[src/rtl/ex_pkg.sv]
`default_nettype none
// +----------------------------------------------------------------------------+
// | ex_pkg : shared types and defaults for the EX pipeline stage               |
// | Rev 1.0                                                                    |
// +----------------------------------------------------------------------------+
package ex_pkg;

  localparam int XLEN_DEF = 32;
  localparam int REGW_DEF = 4;

  typedef enum logic [2:0] {
    ALU_ADD = 3'd0,
    ALU_SUB = 3'd1,
    ALU_AND = 3'd2,
    ALU_OR  = 3'd3,
    ALU_XOR = 3'd4,
    ALU_SLL = 3'd5,
    ALU_SRL = 3'd6,
    ALU_MUL = 3'd7
  } alu_op_e;

  typedef enum logic [0:0] {
    ST_IDLE = 1'b0,
    ST_MUL  = 1'b1
  } ex_state_e;

  typedef struct packed {
    logic [XLEN_DEF-1:0] result;
    logic [XLEN_DEF-1:0] store_data;
    logic [REGW_DEF-1:0] dest_reg;
    logic                wmem;
    logic                rmem;
    logic                wreg;
  } ex_mem_bundle_t;

endpackage
`default_nettype wire

[src/rtl/ex_mul_iter.sv]
`default_nettype none
// +----------------------------------------------------------------------------+
// | ex_mul_iter : radix-2 shift-add multiplier, low XLEN bits, XLEN iterations |
// | Rev 1.0                                                                    |
// +----------------------------------------------------------------------------+
module ex_mul_iter
  import ex_pkg::*;
#(
  parameter int XLEN = XLEN_DEF
) (
  input  logic            clk,
  input  logic            rst,
  input  logic            start,
  input  logic            abort,
  input  logic [XLEN-1:0] a,
  input  logic [XLEN-1:0] b,
  output logic            busy,
  output logic            done,
  output logic [XLEN-1:0] product
);

  localparam int CW = $clog2(XLEN);

  logic [CW-1:0]   cnt;
  logic [XLEN-1:0] acc;
  logic [XLEN-1:0] mcand;
  logic [XLEN-1:0] mplier;
  logic [XLEN-1:0] acc_next;

  // product is the accumulator after the final iteration, so the consumer
  // can capture it on the same edge that retires the last step
  assign acc_next = mplier[0] ? (acc + mcand) : acc;
  assign done     = busy & (cnt == CW'(XLEN - 1));
  assign product  = acc_next;

  always_ff @(posedge clk) begin
    if (!rst || abort) begin
      busy   <= 1'b0;
      cnt    <= '0;
      acc    <= '0;
      mcand  <= '0;
      mplier <= '0;
    end else if (start) begin
      busy   <= 1'b1;
      cnt    <= '0;
      acc    <= '0;
      mcand  <= a;
      mplier <= b;
    end else if (busy) begin
      acc    <= acc_next;
      mcand  <= mcand << 1;
      mplier <= mplier >> 1;
      cnt    <= cnt + CW'(1);
      if (done) begin
        busy <= 1'b0;
      end
    end
  end

endmodule
`default_nettype wire

[src/rtl/pipeline_ex_stage.sv]
`default_nettype none
// +----------------------------------------------------------------------------+
// | pipeline_ex_stage : ID/EX consumer, ALU execute, registered EX/MEM output  |
// | Optional iterative multiplier enabled by macro EX_MUL_EN.  Rev 1.0         |
// +----------------------------------------------------------------------------+
module pipeline_ex_stage
  import ex_pkg::*;
#(
  parameter int XLEN = XLEN_DEF,
  parameter int REGW = REGW_DEF
) (
  input  logic            clk,
  input  logic            rst,
  input  logic            valid_i,
  output logic            ready_o,
  input  logic [XLEN-1:0] R1i,
  input  logic [XLEN-1:0] R2i,
  input  logic [XLEN-1:0] R3i,
  input  logic [REGW-1:0] destRegi,
  input  logic [2:0]      ALUinsi,
  input  logic            wmemi,
  input  logic            rmemi,
  input  logic            wregi,
  input  logic            immi,
  input  logic            flush_i,
  output logic            valid_o,
  input  logic            ready_i,
  output logic [XLEN-1:0] alu_res_o,
  output logic [XLEN-1:0] store_data_o,
  output logic [REGW-1:0] destRego,
  output logic            wmemo,
  output logic            rmemo,
  output logic            wrego,
  output logic            fwd_valid_o,
  output logic [REGW-1:0] fwd_reg_o,
  output logic [XLEN-1:0] fwd_val_o
);

  typedef struct packed {
    logic [XLEN-1:0] result;
    logic [XLEN-1:0] store_data;
    logic [REGW-1:0] dest_reg;
    logic            wmem;
    logic            rmem;
    logic            wreg;
  } bundle_t;

  bundle_t         out_q;
  bundle_t         issue_b;
  logic            out_valid;
  logic            accept;
  alu_op_e         op;
  logic [XLEN-1:0] op_a;
  logic [XLEN-1:0] op_b;
  logic [XLEN-1:0] alu_res;

  assign op   = alu_op_e'(ALUinsi);
  assign op_a = R1i;
  assign op_b = immi ? R3i : R2i;

  // MUL yields zero here; the iterative unit supplies the real product
  always_comb begin
    alu_res = '0;
    case (op)
      ALU_ADD: alu_res = op_a + op_b;
      ALU_SUB: alu_res = op_a - op_b;
      ALU_AND: alu_res = op_a & op_b;
      ALU_OR:  alu_res = op_a | op_b;
      ALU_XOR: alu_res = op_a ^ op_b;
      ALU_SLL: alu_res = op_a << op_b[4:0];
      ALU_SRL: alu_res = op_a >> op_b[4:0];
      default: alu_res = '0;
    endcase
  end

  assign issue_b = '{
    result:     alu_res,
    store_data: R2i,
    dest_reg:   destRegi,
    wmem:       wmemi,
    rmem:       rmemi,
    wreg:       wregi
  };

`ifdef EX_MUL_EN
  ex_state_e       state;
  bundle_t         pend_q;
  logic            is_mul;
  logic            mul_start;
  logic            mul_busy;
  logic            mul_done;
  logic [XLEN-1:0] mul_prod;

  assign is_mul    = (op == ALU_MUL);
  assign ready_o   = (state == ST_IDLE) & (~out_valid | ready_i) & rst;
  assign accept    = valid_i & ready_o;
  assign mul_start = accept & is_mul & ~flush_i & ~mul_busy;

  ex_mul_iter #(
    .XLEN (XLEN)
  ) u_mul (
    .clk     (clk),
    .rst     (rst),
    .start   (mul_start),
    .abort   (flush_i),
    .a       (op_a),
    .b       (op_b),
    .busy    (mul_busy),
    .done    (mul_done),
    .product (mul_prod)
  );
`else
  assign ready_o = (~out_valid | ready_i) & rst;
  assign accept  = valid_i & ready_o;
`endif

  always_ff @(posedge clk) begin
    if (!rst) begin
      out_q     <= '0;
      out_valid <= 1'b0;
`ifdef EX_MUL_EN
      state     <= ST_IDLE;
      pend_q    <= '0;
`endif
    end else if (flush_i) begin
      out_valid <= 1'b0;
`ifdef EX_MUL_EN
      state     <= ST_IDLE;
`endif
    end
`ifdef EX_MUL_EN
    else if (state == ST_MUL) begin
      // output slot was emptied at issue, so completion never waits
      if (mul_done) begin
        out_q        <= pend_q;
        out_q.result <= mul_prod;
        out_valid    <= 1'b1;
        state        <= ST_IDLE;
      end
    end
`endif
    else if (accept) begin
`ifdef EX_MUL_EN
      if (is_mul) begin
        pend_q    <= issue_b;
        out_valid <= 1'b0;
        state     <= ST_MUL;
      end else
`endif
      begin
        out_q     <= issue_b;
        out_valid <= 1'b1;
      end
    end else if (out_valid && ready_i) begin
      out_valid <= 1'b0;
    end
  end

  assign valid_o      = out_valid;
  assign alu_res_o    = out_q.result;
  assign store_data_o = out_q.store_data;
  assign destRego     = out_q.dest_reg;
  assign wmemo        = out_q.wmem;
  assign rmemo        = out_q.rmem;
  assign wrego        = out_q.wreg;

  // loads are not forwardable: their value arrives from memory later
  assign fwd_valid_o  = out_valid & out_q.wreg & ~out_q.rmem;
  assign fwd_reg_o    = out_q.dest_reg;
  assign fwd_val_o    = out_q.result;

endmodule
`default_nettype wire
[config.mk]
export PLATFORM = sky130hd
export DESIGN_NAME = pipeline_ex_stage
export DESIGN_NICKNAME = d
export VERILOG_FILES = /design/src/rtl/ex_pkg.sv /design/src/rtl/ex_mul_iter.sv /design/src/rtl/pipeline_ex_stage.sv
export SDC_FILE = /design/constraint.sdc
export NUM_CORES = 1
export LEC_CHECK = 0
export CELL_PAD_IN_SITES_DETAIL_PLACEMENT = 0
export CELL_PAD_IN_SITES_GLOBAL_PLACEMENT = 1
export CORE_MARGIN = 2
export CORE_UTILIZATION = 39
export DETAILED_ROUTE_END_ITERATION = 10
export PLACE_DENSITY_LB_ADDON = 0.1
export SYNTH_ARGS = -nofsm -noshare
export SYNTH_HDL_FRONTEND = slang
export SYNTH_SLANG_ARGS = --single-unit
[constraint.sdc]
create_clock -name clk -period 9.4 [get_ports clk]
set_input_delay 2.82 -clock clk [delete_from_list [all_inputs] [get_ports clk]]
set_output_delay 2.82 -clock clk [all_outputs]
set_load 0.02 [all_outputs]
* Word-level counts from Yosys, hierarchy flattened
Cells that the tools add are included.
** Word-level totals
- Register bits :: 72
- Output and inout port bits :: 110
- Input port bits :: 112
- Word-level logic and storage cells :: 38
** Cells by class
- Muxes and demuxes :: 4
- Equal/unequal tests :: 6
- Reduce and logical (&&, ||, !) cells :: 5
- Bitwise logic cells :: 12
- $add $sub $neg :: 2
- Shift operators :: 2
** Operators with widths (count)
- $pmux 32 s7 :: 1
- $add 32x32->32 :: 1
- $and 32x32->32 :: 1
- $mux 32 :: 1
- $or 32x32->32 :: 1
- $shl 32x5->32 :: 1
- $shr 32x5->32 :: 1
- $sub 32x32->32 :: 1
- $xor 32x32->32 :: 1
- $eq 3x3->1 const B :: 3
- $eq 3x2->1 const B :: 2
- $and 1x1->1 :: 4
- $not 1->1 :: 4
- $eq 3x1->1 const B :: 1
- $logic_not 3->1 :: 1
- $mux 1 :: 2
- $reduce_and 2->1 :: 1
- $reduce_bool 2->1 :: 1
- $reduce_or 2->1 :: 1
- $logic_and 1x1->1 :: 1
- $or 1x1->1 :: 1

* Depth between registers and ports, before layout
Gate-level depths: netlist of the first run.
- Depth in word-level cells :: 5
- Gate-level depth with buffers :: 24
- Mapped depth without buffers :: 18

* Worst setup path before layout of the first run
Ideal clock, no wire load.
- Path type :: in2reg
- From :: in immi
- To :: reg out_q, in the netlist alu_res_o[31]
- Arrival :: 7.243 ns
- Path slack :: 2.039 ns
- Buffers on the path :: 6
- Stages :: 24
- Required time :: 9.282 ns
- Cells stage by stage :: buf_6 -> mux2i_1 -> buf_4 -> buf_6 -> buf_4 -> buf_2 -> ha_1 -> inv_1 -> nor4_1 -> nand2b_1 -> nor2_1 -> nand2_1 -> o31ai_1 -> xnor2_1 -> ha_1 -> clkbuf_1 -> a21oi_1 -> o21ai_0 -> a2111oi_0 -> nand2_1 -> a2111oi_0 -> nor3_1 -> xnor2_1 -> o21ai_1
** On the way
- Longest elaborated chain between the ends :: 3
- Elaborated cells between the ends (all ways) :: 9
- Classes of those cells :: 2 x add/sub; 2 x shift; 2 x mux; 3 x bitwise
** RTL lines
- start: declaration :: RTL line pipeline_ex_stage.sv:24 : input logic immi,
- $mux 32 (*) :: RTL line pipeline_ex_stage.sv:59 : assign op_b = immi ? R3i : R2i;
- $sub 32x32->32 (tied with other cells) :: RTL line pipeline_ex_stage.sv:66 : ALU_SUB: alu_res = op_a - op_b;
- $pmux 32 s7 (*) :: RTL line pipeline_ex_stage.sv:64 : case (op)
- end signal: assignment :: RTL line pipeline_ex_stage.sv:151 : out_q <= issue_b;
- end: declaration :: RTL line pipeline_ex_stage.sv:48 : bundle_t out_q;
Every way passes the cells marked *; elsewhere a longest branch is shown, timed or not.
A chain may end at the register's enable or synchronous reset.

* Worst setup path after layout of the first run
Ends and elaborated chain as after synthesis.

==> results of run 1 <==
[critical path, stage by stage]
cell       delay, ns
buf_2           0.43
mux2i_4         0.33
ha_1            0.23
inv_1           0.05
nor4_1          0.77
nand2b_1        0.34
nor2_1          0.22
nand2_1         0.16
o31ai_1         0.27
xnor2_1         0.10
ha_1            0.41
a21oi_1         0.19
o21ai_0         0.19
a2111oi_0       0.56
nand2_1         0.12
a2111oi_0       0.37
nor3_1          0.11
xnor2_1         0.15
o21ai_1         0.08
[cell usage after synthesis (all sizes together) (5+ instances only)]
cell type	count
ha	98
nor3	29
a222oi	18
dfxtp	72
a2111oi	7
clkbuf	54
a31oi	18
nand2b	10
o31ai	8
buf	88
and3	13
a211oi	14
mux4	32
or3	9
nand3	26
mux2i	141
xor2	7
nor2b	6
o221ai	14
a22oi	6
o211ai	25
a21oi	167
nand2	200
mux2	5
o22ai	8
a221oi	14
and2	17
o21a	5
o21ai	71
a311oi	8
a21o	10
nand4	5
inv	88
nor4	5
xnor2	42
nor2	104
[power breakdown]
part	switching, mW	internal (mW)	total, mW
Clock	0.170	0.185	0.355
Combinational	0.525	0.323	0.848
Sequential	0.00858	0.315	0.323
Total	0.704	0.823	1.53
[final timing paths]
check,start,endpoint,cells after the start
max,immi,alu_res_o[31],19
min,store_data_o[24],store_data_o[24],2
max reg2reg,valid_o,alu_res_o[21],8
min reg2reg,store_data_o[24],store_data_o[24],2
[cells by family (layout without fill, tap and decap cells)]
group / after synthesis / after routing / share of synthesized area
compound gates: 436 / 436 / 0.251
xor+xnor: 49 / 49 / 0.0381
fa+ha+maj: 99 / 99 / 0.111
buf+inv: 230 / 360 / 0.0988
flops: 72 / 72 / 0.128
mux: 178 / 178 / 0.200
simple gates: 438 / 438 / 0.173
[through the flow]
stage / std cells / instance area (um^2) / utilization / setup slack (ns)
2_1_floorplan: 1502 / 11300 / - / 2.04
3_3_place_gp: 2000 / 13500 / 0.473 / 1.44
3_5_place_dp: 2000 / 13500 / 0.473 / 1.35
4_1_cts: 2016 / 13800 / 0.483 / 1.69
5_1_grt: 2016 / 13800 / 0.483 / 1.20
6_report: 2016 / 13800 / 0.483 / 1.70
[layout by cell type (no fill, tap or decap), types with 24 or more instances in the layout]
cell             instances
clkdlybuf4s50_1        219
o21ai_0                 67
buf_4                   34
dfxtp_1                 72
inv_1                   81
mux2i_1                129
a21oi_1                167
nor2_1                 104
nand2_1                200
nand3_1                 25
nor3_1                  28
mux4_2                  32
ha_1                    98
xnor2_1                 42
o211ai_1                24
[registers in the layout, summed over array words and instances (netlist names)]
signal	count
alu_res_o	32
destRego	4
rmemo	1
store_data_o	32
valid_o	1
wmemo	1
wrego	1
[routing by layer]
layer	vias to the layer above	wire length [um]	GRT usage
li1	5716	-	-
met1	6137	23100	0.474
met4	2	1710	0.101
met3	92	4740	0.0658
met2	656	24500	0.557
met5	-	13	0
[area by class of cell]
cell class                      count  area [um^2]  share of cell area
Multi-Input combinational cell   1200         8760               0.636
Tap cell                          384          480              0.0349
Clock buffer                        9          225              0.0163
Clock inverter                      7         62.6             0.00454
Inverter                           88          333              0.0242
Timing Repair Buffer              256         2480               0.180
Sequential cell                    72         1440               0.105
==> results.txt, run 1 <==
----------------------------------------------------
[Run status]
  Result of the run ... completed

[Floorplan]
  Die Outline Area ... 30300 um^2
  Starting density of the core ... 0.395
  Number of top-level pins ... 222
  Die width ... 174 um
  Core area ... 28500 um^2
  Floorplan die height ... 174 um
  Placement Rows ... 62

[STA]
  Headroom to the max-slew limit ... 0.327
  Worst clock skew ... 0.0109 ns
  Share of the clock period used by the worst path ... 0.820
  Setup-failing EPs final ... 0
  Final Hold Violating Endpoints ... 0
  Max Clk Rate ... 130 MHz
  Unrepaired setup endpoints after global routing ... no
  Final Max Slew Viols ... 0
  Worst hold margin ... 0.453 ns
  Total negative slack ... 0 ns
  Least-Margin Pin Slew ... 1.01 ns
  Final critical-path required period ... 7.70 ns

[GRT]
  Largest net degree at the start of global routing ... 58
  Global-route wire length before repair ... 79.1 mm
  Initial antenna violation count ... 1
  GRT Util Overall ... 0.347
  Remaining Overflow, GRT ... 0
  Number of global-route vias before repair ... 11600

[Logic synthesis]
  Post-synth design cell area ... 11300 um^2
  Syn nets ... 1713
  Post-Synthesis Cells ... 1502
  Cells taking the most area after synthesis ... dfxtp_1 13%, mux2i_1 12%, ha_1 11%
  Asr flop ratio synth ... 0
  Mean Syn Cell Area ... 7.50 um^2
  Part of the Yosys area used for sequential elements ... 0.128
  Post-synth top area share ... 0.128
  Ys Warns ... 0
  Cell type with the largest total area after synthesis ... dfxtp_1
  Post-synth EDFFs ... 0
  Synth cell types ... 84
  Primary flip-flop cell chosen by synthesis mapping ... dfxtp_1
  Yosys reg bits ... 72

[Clocking]
  Number of cells upsized or downsized after cts ... 0
  Total clock sinks ... 72
  Number of buffers inserted during clock tree synthesis ... 9
  Setup bufs post-CTS ... 0
  Maximum buffer depth of the clock tree ... 2
  Clock latency at the later pin of the worst-skew pair ... 0.36 ns
  Maximum level of the CTS H-tree ... 3
  Root cell of the clock tree ... clkbuf_16
  TritonCTS clock tree ... yes
  Clock-pin slew of the registers on the worst-case setup and hold paths ... 0.06 ns
  Number of buffers added to fix hold violations after cts ... 0

[Final layout]
  Synth-to-layout area growth ... 22.3%
  Number of fill cells in the layout ... 2971
  Share of cells above drive strength 1 ... 0.0797
  Diode count ... 0
  Post-layout nets ... 1838

[Placement]
  Final weighted congestion in routability-driven placement ... 1.04
  Count of buffers inserted at the top-level ports ... 221
  Half-perimeter wire length of the detailed placement result ... 41.4 mm

[Setup path]
  Worst setup slack for register-to-register paths ... 6.15 ns
  Endpoint class of the critical path ... register
  Maximum fanout along the worst path ... 13
  Critical Path Source Type ... input port
  Kind of critical path ... input port to register
  Critical Path RT ... 9.64 ns
  Data arrival time of the critical path ... 7.95 ns

[Route]
  First DRT Iteration DRCs ... 1481
  Residual antenna-violating net count after detailed routing ... 0
  Mean routed wirelength per cell ... 26.8 um
  First-pass iteration count of the detailed router ... 8
  Routed vias ... 12600
  Total wire length after detailed routing ... 54.1 mm
  Number of vias per cell after detailed routing ... 6.25
  DRC errors left ... 0

[Power]
  VDD IR max ... 62.8 uV
  PwrDens ... 111 nW/um^2
  Lkg Pwr ... 5.52 nW
  Total Power ... 1.53 mW

[Min path]
  Worst hold path class ... register to register

[Run]
  Max-capacitance violation count ... 0

----------------------------------------------------
No activity file was read; power rests on OpenSTA's default activity.
==> run 2: changes to the inputs <==
- CORE_UTILIZATION: 39 -> 35
- clock period: 9.4 -> 6.6 ns (I/O delays scaled with it)
==> results.txt, run 2 (synthesized netlist as in run 1, its figures left out) <==
----------------------------------------------------
[Final layout]
  Area of all placed cells without fillers ... 14300 um^2
  Share of cells above drive strength 1 ... 0.110
  Post-layout nets ... 1895
  Fin util ... 0.451
  Commonest cells after routing, fill and taps aside ... 219 x clkdlybuf4s50_1, 200 x nand2_1, 167 x a21oi_1, 129 x mux2i_1, 104 x nor2_1
  Synth-to-layout area growth ... 26.6%
  Commonest non-fill, non-tap cell in the layout ... clkdlybuf4s50_1
  Number of standard cells in the final layout excluding fillers ... 2093

[Power]
  VDD IR max ... 120 uV
  PwrDens ... 162 nW/um^2
  Total Power ... 2.31 mW
  Lkg Pwr ... 5.81 nW

[Route]
  First-pass iteration count of the detailed router ... 8
  Residual antenna-violating net count after detailed routing ... 0
  Mean routed wirelength per cell ... 27.5 um
  First DRT Iteration DRCs ... 1315
  Total wire length after detailed routing ... 57.6 mm
  Number of vias per cell after detailed routing ... 6.12
  DRC errors left ... 0
  Routed vias ... 12800

[Setup path]
  Critical Path RT ... 6.81 ns
  Data arrival time of the critical path ... 6.50 ns
  Endpoint class of the critical path ... register
  Cell family contributing the most delay on the critical path ... compound AO/OA/AOI/OAI gates
  Maximum fanout along the worst path ... 9
  Worst setup slack for register-to-register paths ... 3.70 ns
  Critical path buffer and inverter count ... 5
  Slowest cell on crit path ... a2111oi_1
  Delay contributed by the slowest stage of the critical path ... 0.53 ns
  Critical Path Source Type ... input port
  Kind of critical path ... input port to register
  Cell-by-cell trace of the critical path ... buf_2 -> mux2i_4 -> ha_1 -> inv_1 -> nor4_1 -> buf_4 -> nand2b_1 -> buf_4 -> o21ai_0 -> xnor2_1 -> ha_1 -> nand2_1 -> o21ai_0 -> a41o_1 -> o31ai_2 -> o31ai_1 -> buf_4 -> a31oi_1 -> a2111oi_1 -> a311oi_1
  Cell with the most instances on the worst path ... buf_4

[STA]
  Setup slack of the critical path after layout ... 0.310 ns
  Setup-failing EPs final ... 0
  Worst hold margin ... 0.450 ns
  Headroom to the max-slew limit ... 0.309
  Final critical-path required period ... 6.29 ns
  Share of the clock period used by the worst path ... 0.953
  Least-Margin Pin Slew ... 1.03 ns
  Final Hold Violating Endpoints ... 0
  Unrepaired setup endpoints after global routing ... no
  Worst clock skew ... 0.0148 ns
  Total negative slack ... 0 ns
  Final Max Slew Viols ... 0
  Max Clk Rate ... 159 MHz

[Floorplan]
  Die Outline Area ... 33600 um^2
  Placement Rows ... 65
  Floorplan die height ... 183 um
  Starting density of the core ... 0.356
  Core area ... 31600 um^2
  Die width ... 183 um
  Number of top-level pins ... 222

[Placement]
  Placed Cells ... 2075
  Placement-stage worst setup slack ... -0.123 ns
  Count of buffers inserted at the top-level ports ... 221
  Post-placement cell area ... 13900 um^2
  Half-perimeter wire length of the detailed placement result ... 45.3 mm
  Final weighted congestion in routability-driven placement ... 0.991

[Clocking]
  Maximum buffer depth of the clock tree ... 2
  TritonCTS clock tree ... yes
  Number of buffers inserted during clock tree synthesis ... 9
  Maximum level of the CTS H-tree ... 3
  Clock latency at the later pin of the worst-skew pair ... 0.36 ns
  Root cell of the clock tree ... clkbuf_16
  Total clock sinks ... 72
  Clock-pin slew of the registers on the worst-case setup and hold paths ... 0.06 ns
  Number of buffers added to fix hold violations after cts ... 0
  Number of cells upsized or downsized after cts ... 0
  Setup bufs post-CTS ... 0

[GRT]
  Largest net degree at the start of global routing ... 58
  GRT Util Overall ... 0.333
  Global-route wire length before repair ... 81.8 mm
  Initial antenna violation count ... 2
  Number of global-route vias before repair ... 11900
  Remaining Overflow, GRT ... 0

[Min path]
  Worst hold path class ... register to register

[Run status]
  Result of the run ... completed

[Run]
  Max-capacitance violation count ... 0

----------------------------------------------------
-- run 2: worst paths after layout --
kind / from / to / depth (start not counted)
worst max-delay path: immi / alu_res_o[30] / 20
worst min-delay path: store_data_o[4] / store_data_o[4] / 2
worst min register to register: store_data_o[4] / store_data_o[4] / 2
worst max register to register: valid_o / alu_res_o[9] / 7
-- run 2: area by class of cell --
cell class / instances / area, um^2
Fill cell: 3244 / 17400
Multi-Input combinational cell: 1200 / 8760
Timing Repair Buffer: 313 / 2910
Sequential cell: 72 / 1440
Tap cell: 402 / 503
Inverter: 88 / 333
Clock buffer: 10 / 229
Clock inverter: 6 / 91.3
Antenna cell: 2 / 5.00
-- run 2: layer usage --
metal | vias to the layer above | track usage | routed length, um
met5 | - | 0 | 0
met4 | 0 | 0.105 | 1640
met3 | 75 | 0.0576 | 4650
met2 | 614 | 0.534 | 26300
met1 | 6297 | 0.454 | 24900
li1 | 5817 | - | -
-- run 2: worst register-to-register path, delay by kind of cell, from the launching register on --
| kind | cells | cell delay [ns] |
|---|---|---|
| simple gates | 3 | 0.59 |
| compound gates | 3 | 1.53 |
| flops | 1 | 0.33 |
| buf+inv | 1 | 0.33 |
-- run 2: report_power, final --
part,switching [mW],internal [mW],leakage [nW]
sequential,0.0127,0.449,0.584
combinational,0.778,0.498,5.07
clock,0.233,0.335,0.157
==> run 3: changes to the inputs <==
- CORE_UTILIZATION: 35 -> 39
- clock period: 6.6 -> 7.2 ns (I/O delays scaled with it)
==> results.txt, run 3 (synthesized netlist as in run 1, its figures left out) <==
----------------------------------------------------
[Power]
  Net Sw Frac ... 0.452
  Internal portion of total power ... 1.13 mW
  PwrDens ... 147 nW/um^2
  Gate power share ... 0.552
  Power spent charging and discharging nets ... 0.931 mW
  Part of the power in registers ... 0.205
  Clock share of power ... 0.243
  VDD IR max ... 108 uV
  Lkg Pwr ... 5.67 nW

[GRT]
  Initial antenna violation count ... 1
  Met2 Track Usage GR ... 0.556
  Number of global-route vias before repair ... 12000
  GRT Util Overall ... 0.351
  GR Layer Usage met1 ... 0.472
  Remaining Overflow, GRT ... 0
  Global-route wire length before repair ... 80.0 mm
  Largest net degree at the start of global routing ... 59
  Met3 routing resource usage after global routing ... 0.0726
  Busiest metal layer after global routing ... met2

[Setup path]
  Kind of critical path ... input port to register
  Path depth of the worst reg2reg path ... 8
  Worst setup slack for register-to-register paths ... 4.16 ns
  Data arrival time of the critical path ... 6.88 ns
  Startpoint of the worst register-to-register path ... valid_o
  Endpoint class of the critical path ... register
  Reg-to-Reg End ... alu_res_o[30]
  Critical Path RT ... 7.40 ns
  Critical Path Source Type ... input port
  Maximum fanout along the worst path ... 22
  Startpoint of the most critical setup path ... immi

[Run status]
  Result of the run ... completed

[Floorplan]
  Number of top-level pins ... 222
  Floorplan die height ... 174 um
  Starting density of the core ... 0.395
  Die width ... 174 um
  Placement Rows ... 62
  Core area ... 28500 um^2
  Die Outline Area ... 30300 um^2

[Placement]
  Post-placement cell area ... 13700 um^2
  Final weighted congestion in routability-driven placement ... 1.02
  Placement-stage worst setup slack ... 0.0208 ns
  Half-perimeter wire length of the detailed placement result ... 42.2 mm
  Count of buffers inserted at the top-level ports ... 221

[Final layout]
  Post-layout nets ... 1868
  Area used by sequential logic in the layout ... 1440 um^2
  Area used by multi-input combinational logic ... 8760 um^2
  Commonest non-fill, non-tap cell in the layout ... clkdlybuf4s50_1
  Diode count ... 0
  Synth-to-layout area growth ... 24.4%
  Area of all placed cells without fillers ... 14000 um^2
  Number of fill cells in the layout ... 2979
  Commonest cells after routing, fill and taps aside ... 219 x clkdlybuf4s50_1, 200 x nand2_1, 167 x a21oi_1, 129 x mux2i_1, 104 x nor2_1
  Share of cells above drive strength 1 ... 0.0963

[STA]
  Unrepaired setup endpoints after global routing ... no
  Setup-failing EPs final ... 0
  Final critical-path required period ... 6.68 ns
  Setup slack of the critical path after layout ... 0.523 ns
  Total negative slack ... 0 ns
  Final Hold Violating Endpoints ... 0
  Least-Margin Pin Slew ... 1.03 ns
  Headroom to the max-slew limit ... 0.315
  Share of the clock period used by the worst path ... 0.927
  Max Clk Rate ... 150 MHz
  Final Max Slew Viols ... 0
  Worst clock skew ... 0.00488 ns

[Route]
  Number of vias per cell after detailed routing ... 6.20
  Residual antenna-violating net count after detailed routing ... 0
  DRC errors left ... 0
  Mean routed wirelength per cell ... 26.7 um
  First DRT Iteration DRCs ... 1401
  Total wire length after detailed routing ... 54.6 mm
  First-pass iteration count of the detailed router ... 6
  Routed vias ... 12700

[Min path]
  Hold path endpoint ... store_data_o[15]
  Worst hold path startpoint ... store_data_o[15]
  Worst hold path class ... register to register
  Hold path cells ... 2

[Clocking]
  Number of buffers added to fix hold violations after cts ... 0
  TritonCTS clock tree ... yes
  Clock latency at the later pin of the worst-skew pair ... 0.35 ns
  Number of cells upsized or downsized after cts ... 0
  Maximum level of the CTS H-tree ... 3
  Root cell of the clock tree ... clkbuf_16
  Total clock sinks ... 72
  Number of buffers inserted during clock tree synthesis ... 9
  Clock-pin slew of the registers on the worst-case setup and hold paths ... 0.07 ns
  Setup bufs post-CTS ... 0
  Maximum buffer depth of the clock tree ... 2

[Run]
  Max-capacitance violation count ... 0

----------------------------------------------------
-- run 3: changes by cell type in the layout (fill, tap and decap cells not counted), sizes merged --
| cell | before | now |
|---|---|---|
| buf | 94 | 66 |
| bufinv | 2 | 1 |
| clkinv | 2 | 0 |
| clkinvlp | 0 | 2 |
| diode | 2 | 0 |
| inv | 90 | 92 |
-- run 3: power groups by stage --
| stage | logic [mW] | clock network (mW) | registers, mW |
|---|---|---|---|
| finish | 1.14 | 0.500 | 0.422 |
| global route | 1.20 | 0.527 | 0.424 |
| CTS | 1.11 | 0.515 | 0.422 |
| detailed placement | 1.10 | 0 | 0.431 |
| global placement | 1.10 | 0 | 0.431 |
| floorplan | 0.667 | 0 | 0.444 |
-- run 3: cell type report --
class                      instances  share of cell area
inverter                          88              0.0237
clock inverter                     7             0.00607
timing repair buffer             286               0.192
tap                              384              0.0343
clock buffer                       9              0.0161
multi-input combinational       1200               0.625
sequential                        72               0.103
-- run 3: worst max-delay path by stage --
stage / endpoint / slack, ns / cells past startpoint
2_1_floorplan: alu_res_o[31] / 0.50 / 24
3_5_place_dp: alu_res_o[30] / 0.02 / 20
5_1_grt: alu_res_o[30] / 0.21 / 20
3_3_place_gp: alu_res_o[30] / 0.03 / 20
6_report: alu_res_o[30] / 0.52 / 20
4_1_cts: alu_res_o[30] / 0.36 / 20
-- run 3: stage by stage --
| stage | power (mW) | hold WS (ns) | utilization | instances |
|---|---|---|---|---|
| finish | 2.06 | 0.455 | 0.491 | 2046 |
| global route | 2.16 | 0.476 | 0.491 | 2046 |
| CTS | 2.04 | 0.456 | 0.491 | 2046 |
| detailed placement | 1.53 | 0.446 | 0.480 | 2030 |
| global placement | 1.53 | 0.441 | 0.480 | 2030 |
| floorplan | 1.11 | 0.535 | - | 1502 |
-- run 3: worst max-delay path: stages --
cell	delay, ns
clkbuf_4	0.39
mux2i_4	0.31
ha_1	0.23
inv_1	0.06
nor4_1	0.27
buf_4	0.17
nand2b_1	0.18
o21ai_0	0.44
xnor2_1	0.12
ha_1	0.44
nand2_1	0.08
o21ai_0	0.27
a41o_1	0.16
o31ai_2	0.09
buf_4	0.19
o31ai_1	0.23
buf_4	0.18
a31oi_1	0.13
a2111oi_0	0.57
a311oi_1	0.18
-- run 3: routing by layer --
| metal | wire (um) | share of wire |
|---|---|---|
| met4 | 2180 | 0.040 |
| met2 | 24300 | 0.45 |
| met5 | 13 | 0.00024 |
| met3 | 4790 | 0.088 |
| met1 | 23300 | 0.43 |
